--- src/rtl/s382_bist_pkg.sv ---
// -----------------------------------------------------------------------------
// s382_bist_pkg
// Shared definitions for the s382 BIST slice: compactor FSM states, the default
// response/signature widths, the default MISR polynomial and seed, and the MISR
// step function. The step function is shared by the RTL and the bench models.
// -----------------------------------------------------------------------------
package s382_bist_pkg;

    localparam int SIG_W  = 16;
    localparam int RESP_W = 6;

    // x^16 + x^5 + x^3 + x^2 + 1, Galois form (x^16 term implied by the shift-out).
    localparam logic [SIG_W-1:0] DEF_POLY = 16'h002D;
    localparam logic [SIG_W-1:0] DEF_SEED = 16'h0000;

    typedef enum logic [1:0] {
        ST_IDLE    = 2'd0,
        ST_SKIP    = 2'd1,
        ST_COMPACT = 2'd2,
        ST_DONE    = 2'd3
    } state_t;

    // One MISR step: shift left, fold the polynomial in when the MSB falls out,
    // then XOR in the zero-extended response word.
    function automatic logic [SIG_W-1:0] misr_step(
        input logic [SIG_W-1:0]  sig,
        input logic [RESP_W-1:0] resp,
        input logic [SIG_W-1:0]  poly
    );
        logic [SIG_W-1:0] fb;
        fb = sig[SIG_W-1] ? poly : '0;
        return {sig[SIG_W-2:0], 1'b0} ^ fb ^ {{(SIG_W-RESP_W){1'b0}}, resp};
    endfunction

endpackage

--- src/rtl/s382_misr.sv ---
// -----------------------------------------------------------------------------
// s382_misr
// 16-bit multiple-input signature register.
// Ports:
//   clk      - clock, rising edge
//   rst      - synchronous active-high reset, clears the signature
//   load     - load seed this cycle (priority over en)
//   seed     - value loaded by load
//   en       - apply one MISR step with resp this cycle
//   resp     - response word folded in by a step
//   sig      - registered signature
//   sig_next - value the register would take on a step (used for the
//              end-of-run compare so PASS lines up with the final SIG)
// -----------------------------------------------------------------------------
module s382_misr
    import s382_bist_pkg::*;
#(
    parameter int               SIG_W  = s382_bist_pkg::SIG_W,
    parameter int               RESP_W = s382_bist_pkg::RESP_W,
    parameter logic [SIG_W-1:0] POLY   = s382_bist_pkg::DEF_POLY
) (
    input  logic              clk,
    input  logic              rst,
    input  logic              load,
    input  logic [SIG_W-1:0]  seed,
    input  logic              en,
    input  logic [RESP_W-1:0] resp,
    output logic [SIG_W-1:0]  sig,
    output logic [SIG_W-1:0]  sig_next
);

    // NOTE: combinational block assigns its output unconditionally, so no latch can form.
    always_comb begin
        sig_next = misr_step(sig, resp, POLY);
    end

    // NOTE: sequential state uses non-blocking assignments so all registers update together.
    always_ff @(posedge clk) begin
        if (rst) begin
            sig <= '0;
        end else if (load) begin
            sig <= seed;
        end else if (en) begin
            sig <= sig_next;
        end
    end

endmodule

--- src/rtl/s382_resp_compactor.sv ---
// -----------------------------------------------------------------------------
// s382_resp_compactor
// Output-side response compactor for the s382 core. Discards SKIP leading valid
// responses, folds LEN responses into a MISR, then compares with EXP_SIG.
// Ports:
//   CK         - clock, rising edge
//   RST        - synchronous active-high reset
//   START      - run request, only honoured in IDLE
//   LEN        - responses to compact (latched with START)
//   SKIP       - leading valid responses to discard (latched with START)
//   EXP_SIG    - expected signature (latched with START)
//   RESP_VALID - RESP is valid this cycle
//   RESP       - core response word (G301 = bit 0)
//   BUSY       - run in progress (SKIP or COMPACT)
//   DONE       - one-cycle end-of-run pulse
//   PASS       - last run result, held until the next accepted START
//   SIG        - current signature
// All outputs are registered.
// -----------------------------------------------------------------------------
module s382_resp_compactor
    import s382_bist_pkg::*;
#(
    parameter int               RESP_W = s382_bist_pkg::RESP_W,
    parameter int               SIG_W  = s382_bist_pkg::SIG_W,
    parameter logic [SIG_W-1:0] POLY   = s382_bist_pkg::DEF_POLY,
    parameter logic [SIG_W-1:0] SEED   = s382_bist_pkg::DEF_SEED
) (
    input  logic              CK,
    input  logic              RST,
    input  logic              START,
    input  logic [15:0]       LEN,
    input  logic [7:0]        SKIP,
    input  logic [SIG_W-1:0]  EXP_SIG,
    input  logic              RESP_VALID,
    input  logic [RESP_W-1:0] RESP,
    output logic              BUSY,
    output logic              DONE,
    output logic              PASS,
    output logic [SIG_W-1:0]  SIG
);

    state_t           state;
    logic [7:0]       skip_cnt;
    logic [15:0]      len_cnt;
    logic [SIG_W-1:0] exp_sig_q;
    logic [SIG_W-1:0] sig_next;
    logic             misr_load;
    logic             misr_en;

    assign misr_load = (state == ST_IDLE) && START;
    assign misr_en   = (state == ST_COMPACT) && RESP_VALID;

    s382_misr #(
        .SIG_W  (SIG_W),
        .RESP_W (RESP_W),
        .POLY   (POLY)
    ) u_misr (
        .clk      (CK),
        .rst      (RST),
        .load     (misr_load),
        .seed     (SEED),
        .en       (misr_en),
        .resp     (RESP),
        .sig      (SIG),
        .sig_next (sig_next)
    );

    always_ff @(posedge CK) begin
        if (RST) begin
            // NOTE: the latched expected signature is reset too, so no value from an aborted run survives.
            state     <= ST_IDLE;
            skip_cnt  <= '0;
            len_cnt   <= '0;
            exp_sig_q <= '0;
            BUSY      <= 1'b0;
            DONE      <= 1'b0;
            PASS      <= 1'b0;
        end else begin
            DONE <= 1'b0;
            case (state)
                ST_IDLE: begin
                    if (START) begin
                        skip_cnt  <= SKIP;
                        len_cnt   <= LEN;
                        exp_sig_q <= EXP_SIG;
                        PASS      <= 1'b0;
                        if (LEN == 16'd0) begin
                            // Nothing to compact: the seed is the final signature.
                            state <= ST_DONE;
                            DONE  <= 1'b1;
                            PASS  <= (SEED == EXP_SIG);
                            BUSY  <= 1'b0;
                        end else begin
                            state <= (SKIP != 8'd0) ? ST_SKIP : ST_COMPACT;
                            BUSY  <= 1'b1;
                        end
                    end
                end
                ST_SKIP: begin
                    if (RESP_VALID) begin
                        skip_cnt <= skip_cnt - 8'd1;
                        if (skip_cnt == 8'd1) begin
                            state <= ST_COMPACT;
                        end
                    end
                end
                ST_COMPACT: begin
                    if (RESP_VALID) begin
                        len_cnt <= len_cnt - 16'd1;
                        if (len_cnt == 16'd1) begin
                            // Compare against the value SIG takes on this same edge.
                            state <= ST_DONE;
                            BUSY  <= 1'b0;
                            DONE  <= 1'b1;
                            PASS  <= (sig_next == exp_sig_q);
                        end
                    end
                end
                ST_DONE: begin
                    state <= ST_IDLE;
                end
                default: begin
                    state <= ST_IDLE;
                end
            endcase
        end
    end

endmodule

--- config.mk ---
export PLATFORM = sky130hd
export DESIGN_NAME = s382_resp_compactor
export DESIGN_NICKNAME = d
export VERILOG_FILES = /design/src/rtl/s382_bist_pkg.sv /design/src/rtl/s382_misr.sv /design/src/rtl/s382_resp_compactor.sv
export SDC_FILE = /design/constraint.sdc
export NUM_CORES = 1
export LEC_CHECK = 0
export ABC_AREA = 1
export CAP_MARGIN = 20
export CORE_MARGIN = 10
export CORE_UTILIZATION = 54
export CTS_BUF_LIST = sky130_fd_sc_hd__clkbuf_4 sky130_fd_sc_hd__clkbuf_8
export DETAILED_ROUTE_END_ITERATION = 16
export PLACE_DENSITY = 0.94
export SLEW_MARGIN = 15
export SYNTH_ARGS = -nofsm -noshare
export SYNTH_HDL_FRONTEND = slang
export SYNTH_SLANG_ARGS = --single-unit
--- constraint.sdc ---
create_clock -name CK -period 1.66 [get_ports CK]
set_input_delay 0.332 -clock CK [delete_from_list [all_inputs] [get_ports CK]]
set_output_delay 0.332 -clock CK [all_outputs]
set_load 0.01 [all_outputs]
==> reports/results.txt, run 1 <==
The run finished with clean final reports. The startpoint identified for the worst hold timing path is exp_sig_q[6]. Share of the cycle needed by the critical path after routing: 0.990. The most used flip-flop cell after synthesis is dfxtp_1. The tools report the clock net sink count as 61. The pin count of the biggest net entering global routing came out at 30.

The met2 routing resource usage after global routing was 0.384. The logs give 0.960 for the global placement routability congestion and 4750 um^2 for the final non-filler cell area. Once placement finished, the instance area stood at 4460 um^2. The pre-antenna-repair detailed-routing pass consisted of 6 iterations.

The measured slew at the worst slew-check pin was 0.349 ns; the cell row count was 29. The tools report the worst ir drop on vdd as 0.00121 V. Kind of start point of the critical path: a flop. TritonCTS built the clock tree. The share of synthesized area occupied by flip-flops and latches was 0.337; the overall die width was 102 um. The worst register-to-register path ends at len_cnt[6]. In this run the power density over the cells is 1770 nW/um^2. The final layout contains routed wiring with a total length of 11,400 um.

Type of the tightest min-delay check: flop to flop. The tools report the clock buffer count from CTS as 9. The library cell used most frequently in the layout, excluding fill and tap cells, is nand2_1.

Data on the critical path arrives at its endpoint at 1.88 ns. Counting stages on the worst path, the most repeated cell is o21ai_1. The detailed-route DRC error count came out at 0. The count of nets left with antenna violations once routing finished came out at 0. The run gives 4,219 as the via count of the first global-routing pass. The path with the worst hold slack has its endpoint at exp_sig_q[6].

The flip-flop and latch count after synthesis works out to 61. The tools report the antenna diode instance count as 0. Compared with the post-synthesis result, the final layout area differs by 31.1%. The cell at the slowest stage of the critical path is dfxtp_2. Counting the fill cells in the layout gives 478. The overall routing resource usage came out at 0.219. In the routed layout, each cell is associated on average with a via count of 5.74. Setup repair after global routing could not meet its margin everywhere.

By startpoint and endpoint, the worst setup path is classified as flop to flop. The run gives 0.478 ns as the final hold slack. Subtracting the final worst setup slack from the clock period gives 1.64 ns. The run gives 0.0119 ns as the final worst clock skew.

The global-route met1 utilization came out at 0.252. After global routing, the most crowded layer is met2. The detailed placement HPWL is 8180 um, and the fraction of layout instances using a drive strength above 1 is 0.104. The root buffer cell chosen for the clock tree is clkbuf_8. In the layout the commonest cells are nand2_1, nor2_1, inv_1. Buffers placed on the I/O ports in this run total 68. Counting instances, the worst hold path has a depth of 2. Derived from the worst setup path, the maximum achievable clock frequency is 608 MHz. The die is 102 um tall. The run gives 3 as the level count of the clock H-tree. Data on the critical path is required at its endpoint by 1.89 ns.

The setup check on the worst reg-to-reg path leaves a slack of 0.02 ns. On the worst path, the slowest cell contributes a delay of 0.36 ns. The run gives 18,800 um as the global-route wire length before repair.

During synthesis, Yosys emitted a total of 0 warnings. The post-synthesis cell type count was 27; the maximum net fanout on the critical path was 12. The final layout contains 718 nets.

The post-synthesis average cell area is 6.22 um^2. For the number of hold violations in the final report, the log shows 0. The logs give 0 for the aggregate global routing overflow and 582 for the gate count of the mapped netlist. Buffers added to address setup during post-CTS repair amount to 0.

The worst register-to-register path begins at state[0]. The met3 usage in global routing came out at 0.0520. The detailed router finished its first iteration with 480 violations. The run gives 3620 um^2 as the mapped cell area.

The net count after synthesis is 640, and the placeable core region is 6420 um^2. The initial standard-cell utilization of the core was 0.564; the top-level I/O count was 69. Relative slew slack: 0.766.

Counting flops with a built-in enable in the synthesized netlist gives 0. The routed via count is 4,252. STA classifies the critical path endpoint as a flop. Setup violations remaining at the end of the flow were counted as 0. The share of synthesized flip-flops with an asynchronous set or reset was 0; the routed length per placed instance was 15.4 um. The tools report the static leakage power as 2.18 nW. The number of placed instances, taps included is 726, and the clock latency reported for the late side of the worst-skew pair is 0.35 ns. The total count of max-transition violations in the final report was 0; the overall die area was 10,400 um^2.

Walking the worst path, the cells encountered are inv_2 > ha_2 > nand2_1 > nand2_2 > nor2_4 > buf_12 > o21ai_1 > o21ai_1 > a21oi_1. Counting along the longest clock path gives a buffer depth of 2. After the flow finishes, the layout carries non-filler instances totaling 741.

The clock slew seen by the registers of the worst setup and hold paths was 0.07 ns. Across the run, the number of max-cap violations was 0. Counting cells, the worst reg-to-reg path comes to 9. For the number of antenna violations at the first check in global routing, the log shows 0.
[registers in the layout (all words and copies together) (netlist names)]
register and count:
len_cnt 16, BUSY 1, exp_sig_q 16, DONE 1, skip_cnt 8, state 2
PASS 1, u_misr.sig 16
[worst max-delay path, delay by kind of cell (launching register included)]
kind	cells	cell delay, ns
and+or+nand+nor	3	0.39
DFF	1	0.36
AOI/OAI and AO/OA	3	0.33
buffers and inverters	2	0.23
adders and majority gates	1	0.22
[synthesized netlist by cell type, types with 7 or more instances]
master	instances	area, um^2
a31oi_1	8	50.1
nor2_1	77	289
nand2_1	145	544
inv_1	73	274
buf_4	11	82.6
clkbuf_1	11	41.3
dfxtp_1	61	1220
o21ai_0	61	305
a21oi_1	56	280
ha_1	8	100
nand3_1	31	155
nor3_1	7	35.0
[logic make-up after synthesis]
logic type                 synth area share
xor gates and xnor gates            0.00967
adders and majority gates            0.0276
buffers and inverters                 0.123
and+or+nand+nor                       0.303
AOI/OAI and AO/OA                     0.199
DFF                                   0.337
[report_power, final]
group          internal, mW  total, mW  switching [mW]  leakage, nW
clock                 0.762       1.38           0.615        0.101
combinational          1.85       4.69            2.85         1.57
sequential             1.92       2.34           0.418        0.504
[area by class of cell]
type                            count  area (um^2)  share of cell area
Clock buffer                       11          151              0.0319
Tap cell                           77         96.3              0.0203
Sequential cell                    61         1230               0.259
Timing Repair Buffer               94          912               0.192
Multi-Input combinational cell    418         2020               0.426
Clock inverter                      4         47.5              0.0100
Inverter                           76          288              0.0606
[worst max-delay path by stage]
stage | slack [ns] | from | cells past startpoint | endpoint
3_3_place_gp | -0.05 | START | 9 | len_cnt[8]
2_1_floorplan | 0.15 | state[0] | 8 | u_misr.sig[10]
3_5_place_dp | -0.16 | START | 9 | len_cnt[6]
5_1_grt | -0.06 | state[0] | 8 | skip_cnt[4]
6_report | 0.02 | state[0] | 9 | len_cnt[6]
4_1_cts | 0.003 | u_misr.sig[13] | 1 | SIG[13]
[routing by layer]
metal,share of wire,vias to the layer above,routed length [um]
met2,0.48,267,5410
met4,0.035,0,400
met5,0,-,0
li1,-,2018,-
met3,0.097,54,1110
met1,0.39,1913,4460
[metrics by stage]
step / total power [mW] / util / setup TNS [ns] / setup WS, ns
floorplan: 5.25 / - / 0 / 0.153
detailed placement: 6.59 / 0.694 / -1.54 / -0.161
CTS: 8.02 / 0.725 / 0 / 0.00338
global placement: 6.37 / 0.694 / -0.336 / -0.0540
finish: 8.40 / 0.739 / 0 / 0.0165
global route: 9.05 / 0.739 / -0.516 / -0.0630
[timing repair]
action | 4_1_cts | 5_1_grt
hold buffers | 0 | 0
pin swaps | 0 | 3
resized for setup | 6 | 32
setup endpoints to repair | 9 | 30
Power figures use the tool's default switching activity.
==> run 2, diff against run 1 <==
--- a/config.mk
+++ b/config.mk
@@ -8,11 +8,10 @@
 export ABC_AREA = 1
 export CAP_MARGIN = 20
 export CORE_MARGIN = 10
-export CORE_UTILIZATION = 54
-export CTS_BUF_LIST = sky130_fd_sc_hd__clkbuf_4 sky130_fd_sc_hd__clkbuf_8
+export CORE_UTILIZATION = 52
 export DETAILED_ROUTE_END_ITERATION = 16
-export PLACE_DENSITY = 0.94
-export SLEW_MARGIN = 15
+export PLACE_DENSITY = 0.92
+export SLEW_MARGIN = 40
 export SYNTH_ARGS = -nofsm -noshare
 export SYNTH_HDL_FRONTEND = slang
 export SYNTH_SLANG_ARGS = --single-unit
==> run 2 against run 1 <==
Clock skew decreased by 0.0054 ns. Flip-flop and latch count is the same. Critical path type is now flop to primary output. Non-clock buffer count is the same. Cell count up 2.7%. Critical path depth is 8 lower.
==> reports/results.txt, run 2 (synthesis gave the netlist of run 1 again) <==
The via count of the first global-routing pass came out at 3,827. Summing all non-filler instances in the final layout gives an area of 4750 um^2. Summing all flip-flop and latch instances after layout gives 1230 um^2. Max-cap violations in this run came to 0.

The detailed router finished its first iteration with 336 violations. Dividing the detail-routed wire length by the instance count gives 13.9 um. The largest single stage delay on the critical path is 0.56 ns. The cell sitting at the root of the clock tree is a clkbuf_8.

Across all layers, the routed design uses 4,034 vias. The tools report the clock latency reported for the late side of the worst-skew pair as 0.34 ns. After floorplanning, the core was sized to cover 6790 um^2. The switching portion of total power was 0.459; the maximum net fanout on the critical path was 4. The tree built by TritonCTS fans out to 61 sinks. The fmax was 622 MHz; the final hold slack was 0.469 ns. STA classifies the critical path startpoint as a flop. For the count of final setup violators, the log shows 0. The final core utilization was 0.699; the number of cell instances on the worst register-to-register path was 9. Relative to the synthesized area, the layout overhead comes to 31.1%.

For the number of fill cells, the log shows 572. The number of antenna violations at the first check in global routing was 0. The final wirelength is 10,600 um. The sink of the worst hold path was exp_sig_q[9]. The largest individual stage delay along the critical path comes from the cell clkdlybuf4s50_1. Entering global routing, the biggest net connects 30 pins. The run finished with clean final reports.

The area occupied by multi-input gates is 2010 um^2. The endpoint identified for the worst register-to-register timing path is len_cnt[5]. Once layout is complete, the cells apart from fillers number 761. The minimum clock period works out to 1.61 ns. Setup repair after global routing could not meet its margin everywhere. The run gives 0.00120 V as the worst ir drop on vdd. Once placement completed, the tool counted placed cells totaling 745. The first global-routing pass estimated 17,100 um of wire. The number of clock buffers added by TritonCTS is 9.

The static leakage power was 2.23 nW. Critical path start-end classification: flop to primary output. The share of the cycle needed by the critical path after routing was 0.968. In this run the critical register-to-register path is launched from state[1]. Data on the critical path is required at its endpoint by 1.33 ns.

Broken down by cell family, the worst path's largest delay share belongs to buffers and inverters. The number of stages on the worst hold path was 2; the worst setup slack before clock tree synthesis was -0.118 ns. For this design the total switching power over the nets is 3.76 mW. TritonCTS built the clock tree.

For the setup slack on the worst flop-to-flop path, the log shows 0.06 ns. The relative contribution of combinational cells to total power was 0.561; the global placement routability congestion was 0.891. The overall routing resource usage was 0.197; the number of hold-repair buffers added at the cts stage was 0.

The count of nets left with antenna violations once routing finished came out at 0. The critical path goes through clkdlybuf4s50_1. The clock passes through at most 2 buffers. The cell-internal power was 4.44 mW; the first-pass iteration count of the detailed router was 6. For the final worst clock skew, the log shows 0.00657 ns. The endpoint type of the worst setup path is a primary output. The relative contribution of the clock network to total power was 0.158; the level count of the clock H-tree was 3. Share of power burned in registers: 0.281. The overall die width was 103 um; the total buffers and inverters traversed by the critical path was 1. The total count of max-transition violations in the final report was 0; the number of hold violations in the final report was 0. The chip height is 103 um. The tools report the arrival time at the worst endpoint as 1.27 ns. The path class of the tightest hold or removal check is flop to flop. Most common library cell in the layout ignoring fill and taps: nand2_1. Summed over all failing endpoints, the final setup total negative slack is 0 ns.

The cell row count is 30, and the final worst-path setup slack is 0.0532 ns. The wire-length estimate of the detail-placed layout is 8000 um. The worst hold path begins at exp_sig_q[9]. The library cells used most frequently in the layout, excluding fill and tap cells, are nand2_1, nor2_1, inv_1.

The measured slew at the worst slew-check pin works out to 0.363 ns. The overall die area was 10,700 um^2; the fraction of layout instances using a drive strength above 1 was 0.104. In the final design database the tool counted 718 nets.

The count of buffers added on input and output ports is 68. The clock slew seen by the registers of the worst setup and hold paths came out at 0.07 ns. Once the clock tree was built, the setup fixing pass inserted 0 buffers. In this run the count of I/O pins placed on the die edge is 69. For the relative slew slack, the log shows 0.756. The post-detailed-route via-to-cell ratio works out to 5.30. The overall power came out at 8.20 mW. The run gives 0 as the aggregate global routing overflow.

For the antenna diode instance count, the log shows 0. In the final layout, the registers with the most flip-flops are exp_sig_q (16), len_cnt (16), u_misr.sig (16). The initial standard-cell utilization of the core was 0.533. Power density over the cells: 1730 nW/um^2.

Summing all placed instances gives a cell area of 4470 um^2. The detailed-route DRC error count is 0.
-- run 2: final cells by class --
| cell class | count | share of cell area |
|---|---|---|
| Timing Repair Buffer | 94 | 0.192 |
| Clock inverter | 6 | 0.0134 |
| Sequential cell | 61 | 0.258 |
| Multi-Input combinational cell | 418 | 0.423 |
| Inverter | 76 | 0.0611 |
| Tap cell | 96 | 0.0253 |
| Clock buffer | 10 | 0.0269 |
-- run 2: worst max-delay path by stage --
stage | startpoint | to | slack (ns) | cells past startpoint
CTS | u_misr.sig[3] | SIG[3] | 0.003 | 1
finish | u_misr.sig[8] | SIG[8] | 0.05 | 1
global placement | RESP_VALID | skip_cnt[5] | -0.02 | 7
detailed placement | RESP_VALID | len_cnt[4] | -0.12 | 9
floorplan | state[0] | u_misr.sig[10] | 0.15 | 8
global route | state[1] | len_cnt[5] | -0.04 | 9
-- run 2: what timing repair did --
action,4_1_cts,5_1_grt
gates resized for setup,5,33
pin swaps,0,2
endpoints found under the setup margin,7,42
-- run 2: per-layer routing --
metal	GRT usage	up-vias	wire, um
li1	-	2022	-
met1	0.225	1817	4190
met2	0.343	175	5250
met3	0.0631	20	969
met4	0.0567	0	181
met5	0	-	0
-- run 2: power groups by stage --
stage | clock network, mW | registers (mW) | logic (mW)
after floorplan | 0 | 2.21 | 3.05
after global placement | 0 | 2.26 | 4.12
after detailed placement | 0 | 2.28 | 4.31
after CTS | 1.32 | 2.25 | 4.34
after global routing | 1.37 | 2.35 | 5.18
final | 1.30 | 2.30 | 4.60
